## src/rtl/song_sequencer.sv

```systemverilog
// Note sequencer: walks a song's ROM image one note at a time, handshaking each note with the player.
// Optional feature macro: SONG_END_MARKER_EN (a duration-0 ROM word ends the song early).
module song_sequencer #(
  parameter int IDX_W  = 5,
  parameter int NOTE_W = 6,
  parameter int DUR_W  = 6
) (
  input  logic                      clk,
  input  logic                      reset,
  input  logic                      play,
  input  logic                      reset_player,
  input  logic [1:0]                song,
  output logic [IDX_W+1:0]          rom_addr,
  input  logic [NOTE_W+DUR_W-1:0]   rom_data,
  output logic [NOTE_W-1:0]         note,
  output logic [DUR_W-1:0]          duration,
  output logic                      new_note,
  input  logic                      note_done,
  output logic                      song_done
);

  typedef enum logic [2:0] {
    IDLE      = 3'd0,
    FETCH     = 3'd1,
    WAIT_ROM  = 3'd2,
    ISSUE     = 3'd3,
    WAIT_DONE = 3'd4,
    DONE      = 3'd5
  } state_t;

  localparam logic [IDX_W-1:0] IDX_LAST = {IDX_W{1'b1}};

  state_t             state_r, state_next;
  logic [IDX_W-1:0]   index_r;
  logic [1:0]         song_q_r;
  logic [NOTE_W-1:0]  note_r;
  logic [DUR_W-1:0]   dur_r;
  logic               new_note_r;
  logic               song_done_r;
  logic               end_marker_s;

`ifdef SONG_END_MARKER_EN
  assign end_marker_s = (rom_data[DUR_W-1:0] == {DUR_W{1'b0}});
`else
  assign end_marker_s = 1'b0;
`endif

  // The song select is only live on the address bus during FETCH; elsewhere it is the latched copy.
  assign rom_addr  = (state_r == FETCH) ? {song, index_r} : {song_q_r, index_r};
  assign note      = note_r;
  assign duration  = dur_r;
  assign new_note  = new_note_r;
  assign song_done = song_done_r;

  // Next-state decode; a rewind request overrides every transition.
  always_comb begin
    state_next = state_r;
    case (state_r)
      IDLE:      state_next = play ? FETCH : IDLE;
      FETCH:     state_next = WAIT_ROM;
      WAIT_ROM:  state_next = end_marker_s ? DONE : ISSUE;
      ISSUE:     state_next = WAIT_DONE;
      WAIT_DONE: begin
        if (note_done) begin
          if (index_r == IDX_LAST) begin
            state_next = DONE;
          end else if (play) begin
            state_next = FETCH;
          end else begin
            state_next = IDLE;
          end
        end else begin
          state_next = WAIT_DONE;
        end
      end
      DONE:      state_next = IDLE;
      default:   state_next = IDLE;
    endcase
    if (reset_player) begin
      state_next = IDLE;
    end else begin
      state_next = state_next;
    end
  end

  // State register plus the two strobes, registered from the upcoming state.
  always_ff @(posedge clk or negedge reset) begin
    if (!reset) begin
      state_r     <= IDLE;
      new_note_r  <= 1'b0;
      song_done_r <= 1'b0;
    end else begin
      state_r     <= state_next;
      new_note_r  <= (state_next == ISSUE);
      song_done_r <= (state_next == DONE);
    end
  end

  // Datapath: song latch, note/duration capture and the note index.
  always_ff @(posedge clk or negedge reset) begin
    if (!reset) begin
      index_r  <= {IDX_W{1'b0}};
      song_q_r <= 2'd0;
      note_r   <= {NOTE_W{1'b0}};
      dur_r    <= {DUR_W{1'b0}};
    end else if (reset_player) begin
      index_r  <= {IDX_W{1'b0}};
      song_q_r <= 2'd0;
      note_r   <= {NOTE_W{1'b0}};
      dur_r    <= {DUR_W{1'b0}};
    end else begin
      case (state_r)
        FETCH:     song_q_r <= song;
        WAIT_ROM:  {note_r, dur_r} <= rom_data;
        // The last index never carries over; the rewind happens in DONE.
        WAIT_DONE: begin
          if (note_done && (index_r != IDX_LAST)) begin
            index_r <= index_r + IDX_W'(1);
          end else begin
            index_r <= index_r;
          end
        end
        DONE:      index_r <= {IDX_W{1'b0}};
        default:   index_r <= index_r;
      endcase
    end
  end

endmodule

```

## config.mk

```make
export PLATFORM = sky130hd
export DESIGN_NAME = song_sequencer
export DESIGN_NICKNAME = d
export VERILOG_FILES = /design/src/rtl/song_sequencer.sv
export SDC_FILE = /design/constraint.sdc
export NUM_CORES = 1
export LEC_CHECK = 0
export ABC_CLOCK_PERIOD_IN_PS = 1640
export CORE_MARGIN = 1
export CORE_UTILIZATION = 40
export CTS_BUF_LIST = sky130_fd_sc_hd__clkbuf_2 sky130_fd_sc_hd__clkbuf_4 sky130_fd_sc_hd__clkbuf_8
export CTS_CLUSTER_DIAMETER = 60
export DETAILED_ROUTE_END_ITERATION = 10
export HOLD_SLACK_MARGIN = 0.02
export PLACE_DENSITY_LB_ADDON = 0.15
export SLEW_MARGIN = 20
export SYNTH_ARGS = -nofsm -noshare
export SYNTH_HDL_FRONTEND = slang
export SYNTH_SLANG_ARGS = --single-unit
```

## constraint.sdc

```tcl
create_clock -name clk -period 1.64 [get_ports clk]
set_input_delay 0.328 -clock clk [delete_from_list [all_inputs] [get_ports clk]]
set_output_delay 0.328 -clock clk [all_outputs]
set_load 0.01 [all_outputs]
```

==> impl_metrics.xml <==
<?xml version="1.0" encoding="UTF-8"?>
<metrics>
  <group name="timing">
    <metric name="period_minus_slack" unit="ps">1790</metric>
    <metric name="post-route-period-util" unit="%">109</metric>
    <metric name="hold_violations" unit="">0</metric>
    <metric name="timing.fmax" unit="GHz">0.559</metric>
    <metric name="finalWorstSetupSlack" unit="ps">-149</metric>
    <metric name="final_setup_violation_count" unit="">5</metric>
    <metric name="hold_slack" unit="ps">365</metric>
    <metric name="max_slew.worst_pin.slew" unit="ps">480</metric>
    <metric name="final_count_of_pins_violating_max_slew" unit="">0</metric>
    <metric name="skew" unit="ps">2.08</metric>
    <metric name="timing.max_slew.rel_slack" unit="%">68.0</metric>
    <metric name="grt_setup_unrepaired" unit="">yes</metric>
  </group>
  <group name="outcome">
    <metric name="failing_checks" unit="">negative setup slack</metric>
    <metric name="run_status" unit="">complete, but fails checks</metric>
  </group>
  <group name="hold_path">
    <metric name="min-delay-path-class" unit="">primary input to async pin</metric>
  </group>
  <group name="pwr">
    <metric name="seq_power_share" unit="%">52.6</metric>
    <metric name="comb_power_share" unit="%">24.9</metric>
    <metric name="p_per_area" unit="nW/um2">670</metric>
    <metric name="finalPower" unit="uW">1210</metric>
    <metric name="internal-power" unit="uW">910</metric>
    <metric name="max-vdd-ir-drop" unit="mV">0.520</metric>
    <metric name="switching_component_of_the_power" unit="uW">304</metric>
    <metric name="p_clk_share" unit="%">22.4</metric>
    <metric name="power.switching_fraction" unit="%">25.1</metric>
    <metric name="p_leak" unit="uW">0.000826</metric>
  </group>
  <group name="route">
    <metric name="detail_route.iter0.violations" unit="">10</metric>
    <metric name="routed_wire_length_per_instance" unit="um">15.4</metric>
    <metric name="firstDrtPassIters" unit="">4</metric>
    <metric name="antenna_left" unit="">0</metric>
    <metric name="routed_wl" unit="um">2860</metric>
    <metric name="detailroute.via_count" unit="">991</metric>
    <metric name="via_per_inst" unit="">5.36</metric>
    <metric name="drt_drc_violations_left" unit="">0</metric>
  </group>
  <group name="floorplan">
    <metric name="floorplan.core_area" unit="um2">2570</metric>
    <metric name="num_rows" unit="">18</metric>
    <metric name="design.portCount" unit="">40</metric>
    <metric name="die_area" unit="um2">3010</metric>
    <metric name="dieHeight" unit="um">54.9</metric>
    <metric name="width_of_the_die" unit="um">54.9</metric>
    <metric name="initial_utilization" unit="%">43.5</metric>
  </group>
  <group name="synth">
    <metric name="postSynthAreaPerCell" unit="um2">11.9</metric>
    <metric name="postSynth.asyncResetShare" unit="%">100</metric>
    <metric name="synth_nets" unit="">115</metric>
    <metric name="yosysSeqAreaShare" unit="%">53.8</metric>
    <metric name="synth_largest_area_cell" unit="">sky130_fd_sc_hd__dfrtp_1</metric>
    <metric name="synth_cell_types" unit="">32</metric>
    <metric name="synth-edff-count" unit="">0</metric>
    <metric name="yosys_register_bits" unit="">24</metric>
    <metric name="synth_top_area_share" unit="%">53.8</metric>
    <metric name="dominant_register_cell_in_the_synthesized_netlist" unit="">sky130_fd_sc_hd__dfrtp_1</metric>
    <metric name="synth.area.top_cells" unit="">sky130_fd_sc_hd__dfrtp_1, sky130_fd_sc_hd__a22o_1, sky130_fd_sc_hd__nand3b_1</metric>
    <metric name="post_synth_inst_count" unit="">94</metric>
    <metric name="ys_warn_count" unit="">0</metric>
    <metric name="synth.cell_area" unit="um2">1120</metric>
  </group>
  <group name="placed_design">
    <metric name="finalWeightedCongestion" unit="">0.728</metric>
    <metric name="port-buffer-count" unit="">39</metric>
    <metric name="dp_worst_setup_slack" unit="ps">-199</metric>
    <metric name="place_hpwl" unit="um">1980</metric>
  </group>
  <group name="setup_path">
    <metric name="worst-endpoint-arrival" unit="ps">1460</metric>
    <metric name="critical_path.reg2reg.startpoint" unit="">index_r[1]</metric>
    <metric name="path_cells" unit="">nor3b_4, mux2_4, buf_6</metric>
    <metric name="max_stage_delay" unit="ps">430</metric>
    <metric name="setup.worst_path.class" unit="">flop to primary output</metric>
    <metric name="startpoint_kind_of_the_worst_setup_timing_path" unit="">flop</metric>
    <metric name="crit_family" unit="">flip-flops</metric>
    <metric name="critical_path_peak_fanout" unit="">2</metric>
    <metric name="timing.critical_path.to_type" unit="">primary output</metric>
    <metric name="critical_path_buf_inv_count" unit="">1</metric>
    <metric name="required" unit="ps">1310</metric>
    <metric name="cp_slowest_cell" unit="">sky130_fd_sc_hd__dfrtp_1</metric>
    <metric name="crit_path_start" unit="">state_r[1]</metric>
  </group>
  <group name="clocking">
    <metric name="clock-sinks" unit="">24</metric>
    <metric name="cts_max_path_buffers" unit="">2</metric>
    <metric name="cts_root_buffer" unit="">sky130_fd_sc_hd__clkbuf_4</metric>
    <metric name="worst_path_clk_slew" unit="ps">120</metric>
    <metric name="clock_insertion_delay_worst_skew" unit="ps">310</metric>
    <metric name="numCtsBuffers" unit="">3</metric>
    <metric name="htree_levels" unit="">1</metric>
    <metric name="clock_tree_from_tritoncts" unit="">done</metric>
  </group>
  <group name="layout">
    <metric name="finish.utilization" unit="%">70.6</metric>
    <metric name="fill_cells" unit="">199</metric>
    <metric name="num-nets-final" unit="">177</metric>
    <metric name="syn_to_final_growth" unit="%">62.2</metric>
    <metric name="num_antenna_cells" unit="">0</metric>
    <metric name="final_layout_size_suffix_gt1_share" unit="%">29.0</metric>
  </group>
  <group name="global_route">
    <metric name="first_global_vias" unit="">913</metric>
    <metric name="grt_antenna_before_repair" unit="">0</metric>
    <metric name="grt_remaining_overflow" unit="">0</metric>
    <metric name="grt_usage" unit="%">20.3</metric>
    <metric name="grt_max_degree" unit="">25</metric>
    <metric name="grt_first_pass_wirelength" unit="um">4130</metric>
  </group>
  <group name="job">
    <metric name="reported_max_cap_violation_count" unit="">0</metric>
  </group>
</metrics>
-- final timing paths --
kind,endpoint,cells past startpoint,slack [ps]
worst max-delay path,rom_addr[5],3,-150
worst min-delay path,duration[3],2,360
worst max register to register,index_r[2],6,-90
worst min register to register,duration[0],1,510
max in group asynchronous,index_r[4],2,1030
min in group clk,duration[0],1,510
-- layer usage --
| layer | routed length [um] | share of wire (%) | global-route usage [%] |
|---|---|---|---|
| met1 | 1250 | 44 | 24.2 |
| met2 | 1420 | 50 | 34.1 |
| met3 | 135 | 4.7 | 3.33 |
| met4 | 52 | 1.8 | 11.5 |
| met5 | 0 | 0 | 0 |
-- Yosys cell counts (2+ instances only) --
library cell and number:
sky130_fd_sc_hd__dfrtp_1 24, sky130_fd_sc_hd__a22o_1 12, sky130_fd_sc_hd__nand3b_1 6, sky130_fd_sc_hd__nand2_1 5, sky130_fd_sc_hd__buf_2 4, sky130_fd_sc_hd__nor2b_1 4
sky130_fd_sc_hd__a31oi_1 3, sky130_fd_sc_hd__nand2b_1 3, sky130_fd_sc_hd__nor2_1 3, sky130_fd_sc_hd__ha_1 2, sky130_fd_sc_hd__mux2_1 2, sky130_fd_sc_hd__nand3_1 2
sky130_fd_sc_hd__nand4b_1 2, sky130_fd_sc_hd__nor3b_1 2, sky130_fd_sc_hd__o211ai_1 2, sky130_fd_sc_hd__or2_1 2
-- logic make-up (layout without fill, tap and decap cells) --
group	after synthesis	in the layout	share of synthesized area, %
simple gates	34	34	19.7
flops	24	24	53.8
compound gates	23	23	17.4
buf+inv	7	68	3.14
mux	3	3	3.02
fa+ha+maj	2	2	2.24
xor+xnor	1	1	0.784
-- sequential cells by signal, indices dropped and copies added (netlist names) --
signal and count:
duration 6, index_r 5, new_note 1, note 6, song_done 1, song_q_r 2
state_r 3
-- power groups by stage --
stage          Combinational, uW  Sequential, uW  Clock, uW
4_1_cts                      288             638        280
3_5_place_dp                 277             649          0
2_1_floorplan                110             660          0
6_report                     303             639        272
3_3_place_gp                 272             647          0
5_1_grt                      325             643        316
-- placed cells by master, fill, tap and decap left out, types with 4 or more instances in the layout --
master	instances
sky130_fd_sc_hd__a22o_1	12
sky130_fd_sc_hd__buf_4	23
sky130_fd_sc_hd__clkbuf_4	4
sky130_fd_sc_hd__clkdlybuf4s50_1	32
sky130_fd_sc_hd__dfrtp_1	22
sky130_fd_sc_hd__nand2_1	5
sky130_fd_sc_hd__nand3b_1	6
-- final cells by class --
type | count | area (um2) | area share [%]
Inverter | 1 | 3.75 | 0.207
Clock buffer | 4 | 30.0 | 1.66
Timing Repair Buffer | 63 | 576 | 31.8
Tap cell | 30 | 37.5 | 2.07
Multi-Input combinational cell | 63 | 562 | 31.0
Sequential cell | 24 | 603 | 33.3
-- timing repair --
action | CTS | global route
hold endpoints to repair | 0 | 0
buffers inserted | 2 | 3
pin swaps | 5 | 5
hold buffers | 0 | 0
gates resized for setup | 19 | 8
endpoints found under the setup margin | 11 | 21
cloned | 0 | 0
-- stage by stage --
step           instances  setup TNS, ps  cell area (um2)
2_1_floorplan         94           -149             1150
3_3_place_gp         176          -1440             1690
3_5_place_dp         176          -2020             1690
4_1_cts              182           -479             1750
5_1_grt              185           -820             1810
6_report             185           -490             1810
Note: power is estimated with default switching activity, not from simulation.
==> RTL edit 1, RTL diff (same flow settings) <==
Remove the register `song_done_r`: a continuous assignment takes its place, so the output `song_done` follows one clock earlier.
--- a/src/rtl/song_sequencer.sv
+++ b/src/rtl/song_sequencer.sv
@@ -88,13 +88,13 @@
     if (!reset) begin
       state_r     <= IDLE;
       new_note_r  <= 1'b0;
-      song_done_r <= 1'b0;
     end else begin
       state_r     <= state_next;
       new_note_r  <= (state_next == ISSUE);
-      song_done_r <= (state_next == DONE);
     end
   end
+
+  assign song_done_r = (state_next == DONE);
 
   // Datapath: song latch, note/duration capture and the note index.
   always_ff @(posedge clk or negedge reset) begin
Function: no difference found for any inputs over 10 cycles, from zero or initial values and one cycle with reset low; that may be too few to reach the edited logic, so the function may still have changed.
==> RTL edit 1 against the original RTL <==
Wire length is 6.4% lower; worst hold slack worse by 0.048 ns; worst setup slack worse by 0.47 ns; sequential cell count is 1 lower; total power is 0.66% higher; non-clock buffer count is 3 higher; clock power is 6% higher; design area is 0.14% lower; via count is 1.6% higher; synthesized area is 2.2% lower; largest power group unchanged; the run still ends with negative setup slack left; critical path depth is 4 higher; cell count is 1.1% higher; synthesized cell count is 1.1% lower.
==> RTL edit 1: results (changes against the original RTL) <==
status = finished, violations left
Storage cell area = 577 sq um (-4.4%)
pre-CTS worst setup slack = -0.808 ns (-0.609 ns)
critical path arrival = 1.93 ns (+0.47 ns)
Worst R2R End = index_r[0]
Clk power = 288 uW (+6%)
Mapped Cells = 93 (-1.1%)
Seq power = 614 uW (-3.9%)
Repair and plain buffers = 66 (+4.8%)
HPWL after DPL = 1860 um (-6.2%)
Layout area overhead = 65.6%
fillers = 200 (+0.50%)
met3 WL = 160 um (+19%)
final setup vio count = 6 (+1)
mapped cell area = 1090 sq um (-2.2%)
initial DRC count = 12 (+2)
post-synthesis sequential area ratio = 52.7% (-1.1 points)
multi-input gate share of total cell area = 30.9% (-0.095 points)
share of cells above drive strength 1 = 29.9% (+0.90 points)
vias per inst = 5.39 (+0.53%)
worst ir drop on vdd = 574 uV (+10%)
worst skew pair latency = 0.33 ns (+0.02 ns)
commonest cells in the netlist = dfrtp_1 (23), a22o_1 (12), nand3b_1 (6)
Final TNS setup = -1.56 ns (-1.07 ns)
met2 WL post-DR = 1340 um (-5.2%)
number of global-route vias before repair = 951 (+4.2%)
worst hold margin = 0.317 ns (-0.0483 ns)
first-pass GRT wire length = 4260 um (+3.0%)
gpl congestion = 0.826 (+13%)
violated checks = negative setup slack
grt met3 use = 2.50% (-0.83 points)
reg-to-reg critical path startpoint = index_r[0]
post-CTS sizing = 27 (+8)
setup ws final = -0.614 ns (-0.465 ns)
skew final = 0.00713 ns (+0.00505 ns)
R2R Setup Slk = -0.23 ns (-0.14 ns)
Final clock-cell share = 1.66% (+0.0023 points)
GRT met1 Usage = 28.6% (+4.4 points)
TritonCTS Sinks = 23 (-4.2%)
largest net degree at the start of global routing = 24 (-4.0%)
RTL edit 1: logic make-up after synthesis:
family                   count (synthesis)  synth area share, %
AND/OR/NAND/NOR                         34                 20.2
AO/OA/AOI/OAI                           23                 17.8
flip-flops                              23                 52.7
buffers and inverters                    7                 3.21
multiplexers                             3                 3.09
adder cells (fa/ha/maj)                  2                 2.29
XOR/XNOR                                 1                0.802
RTL edit 1: worst max path at each step:
stage | from | to | slack, ns | cells after the start
2_1_floorplan | index_r[1] | song_done | -0.20 | 6
5_1_grt | index_r[0] | song_done | -0.76 | 7
6_report | index_r[0] | song_done | -0.61 | 7
3_3_place_gp | note_done | song_done | -0.76 | 5
3_5_place_dp | note_done | song_done | -0.81 | 5
4_1_cts | index_r[0] | song_done | -0.63 | 7
RTL edit 1: worst max-delay path, stage by stage, from the launching register on:
cell and delay, ns:
dfrtp_2 0.42, ha_4 0.14, and3_4 0.18, ha_4 0.15, a211o_1 0.14, nand2_2 0.08
a2111oi_4 0.32, buf_2 0.18
==> RTL edit 2, RTL diff (config.mk and constraints unchanged) <==
Made on the original files. `DUR_W`: 6 -> 12.
--- a/src/rtl/song_sequencer.sv
+++ b/src/rtl/song_sequencer.sv
@@ -3,7 +3,7 @@
 module song_sequencer #(
   parameter int IDX_W  = 5,
   parameter int NOTE_W = 6,
-  parameter int DUR_W  = 6
+  parameter int DUR_W  = 12
 ) (
   input  logic                      clk,
   input  logic                      reset,
Interface: changed (resized duration and rom_data); port bits go from 40 to 52. No check against the original RTL was run, so the function may have changed too.
==> RTL edit 2 against the original RTL <==
The run still ends with negative setup slack left; design area grew 18%; sequential cell count increased by 6; via count rose by 14%; worst setup slack worse by 0.0019 ns; total power rose by 32%; die area is 20% higher; sequential power increased by 26%; synthesized area up 21%; clock power rose by 52%; combinational power grew 25%; largest power group unchanged; first-iteration DRC count rose to 2.6 times the old value; sequential share of layout area grew 1.8 points; wire length up 14%; critical endpoint is now rom_addr[6].
==> RTL edit 2: results (changes against the original RTL) <==
met2 Usage GRT = 31.9% (-2.2 points)
Largest register FFs = 12
Leak = 0.000948 uW (+15%)
fin cells = 223 (+21%)
area leader, netlist = dfrtp_1
first-pass GRT wire length = 5240 um (+27%)
asr flop ratio synth = 100% (unchanged)
Int Power = 1200 uW (+32%)
post-synthesis sequential area ratio = 55.7% (+2.0 points)
Synthesized Nets = 134 (+17%)
Avg Cell Area, Syn = 12.6 sq um (+6.0%)
Inst Count DP = 209 (+19%)
fillers = 255 (+28%)
share of cells above drive strength 1 = 24.6% (-4.5 points)
Distinct cells, synth = 35 (+9.4%)
gpl congestion = 0.754 (+3.6%)
critical path arrival = 1.46 ns (about the same)
setup ws final = -0.151 ns (-0.00190 ns)
HPWL after DPL = 2270 um (+14%)
number of antenna violations at the first check in global routing = 0 (unchanged)
R2R Setup Slk = 0.01 ns (+0.10 ns)
GRT met1 Usage = 27.5% (+3.3 points)
clock tree buffer depth = 2 (unchanged)
vias per inst = 5.06 (-5.5%)
ant diodes = 0 (unchanged)
grt met3 use = 5.19% (+1.9 points)
die area = 3600 sq um (+20%)
worst ir drop on vdd = 429 uV (-17%)
violated checks = negative setup slack
worst hold margin = 0.405 ns (+0.0404 ns)
worst skew pair latency = 0.30 ns
commonest cells in the netlist = dfrtp_1 (30), a22o_1 (19), nand3b_1 (7)
Avg WL per Cell = 14.6 um (-5.4%)
Register-to-Register Path Depth = 6 (unchanged)
final setup vio count = 2 (-3)
CP Max Fanout = 2 (unchanged)
largest net degree at the start of global routing = 31 (+24%)
Port Buf Inserts = 51 (+31%)
gr usage total = 20.1% (-0.16 points)
TritonRoute pass-1 iters = 4 (unchanged)
CTS H-tree lvls = 2 (+1)
CTS Buf Count = 5 (+2)
initial DRC count = 26 (+16)
Worst R2R End = index_r[2]
pre-CTS worst setup slack = -0.225 ns (-0.0260 ns)
Synth area leaders = dfrtp_1 (56%), a22o_1 (12%), nand3b_1 (3.9%), ha_1 (1.9%), nor4b_4 (1.8%)
CTS clock-pin slew for the worst setup and hold paths = 0.08 ns (-0.04 ns)
number of global-route vias before repair = 1125 (+23%)
clock root buffer = clkbuf_4
skew final = 0.00250 ns (+0.000413 ns)
Synth warnings = 0 (unchanged)
status = finished, violations left
Relative slew margins = 71.9% (+4.0 points)
reg-to-reg critical path startpoint = index_r[0]
Hold/Removal Path Class = primary input to async pin
Layout Nets = 206 (+16%)
-- RTL edit 2: worst max-delay path, stage by stage, from the launching register on --
cell and delay [ns]:
dfrtp_1 0.39, nor3b_2 0.21, buf_4 0.14, mux2_4 0.30
buf_6 0.12
-- RTL edit 2: cell families after synthesis --
family	after synthesis	synth area share, %
buf+inv	7	3.43
mux	2	1.67
simple gates	35	17.6
flops	30	55.7
fa+ha+maj	2	1.86
compound gates	30	19.0
xor+xnor	1	0.650
-- RTL edit 2: repair_timing --
item,4_1_cts,5_1_grt
gates resized for setup,17,4
pin swaps,3,7
endpoints found under the setup margin,10,28
gates cloned,0,0
buffers inserted,5,2
-- RTL edit 2: area by class of cell --
type	count	area [sq um]	share of cell area, %
sequential	30	752	35.1
timing repair buffer	71	673	31.4
multi-input combinational	70	608	28.4
tap	44	55.1	2.57
clock buffer	7	52.6	2.45
inverter	1	3.75	0.175
-- RTL edit 2: stage by stage --
step | power, uW | TNS [ns] | instance area [sq um]
CTS | 1610 | -0.364 | 2110
global placement | 1160 | -3.35 | 2000
finish | 1600 | -0.300 | 2140
floorplan | 970 | -0.105 | 1370
detailed placement | 1170 | -3.85 | 2000
global route | 1680 | -0.525 | 2140
-- RTL edit 2: power by group through the flow --
stage / Combinational [uW] / Clock (uW) / Sequential, uW
floorplan: 133 / 0 / 837
global placement: 340 / 0 / 818
detailed placement: 349 / 0 / 819
CTS: 371 / 428 / 807
global route: 410 / 462 / 811
finish: 378 / 414 / 806
-- RTL edit 2: worst max path at each step --
stage	startpoint	end	slack (ns)	cells past startpoint
final	state_r[1]	rom_addr[6]	-0.15	4
after global routing	state_r[1]	rom_addr[6]	-0.22	4
after CTS	state_r[2]	rom_addr[6]	-0.17	4
after detailed placement	state_r[1]	rom_addr[6]	-0.22	3
after global placement	state_r[1]	rom_addr[6]	-0.18	3
after floorplan	index_r[1]	song_done	-0.05	6
-- RTL edit 2: layer usage --
layer / routed length [um] / vias to the layer above
li1: - / 547
met1: 1450 / 546
met2: 1650 / 34
met3: 143 / 2
met4: 16 / 0
met5: 0 / -
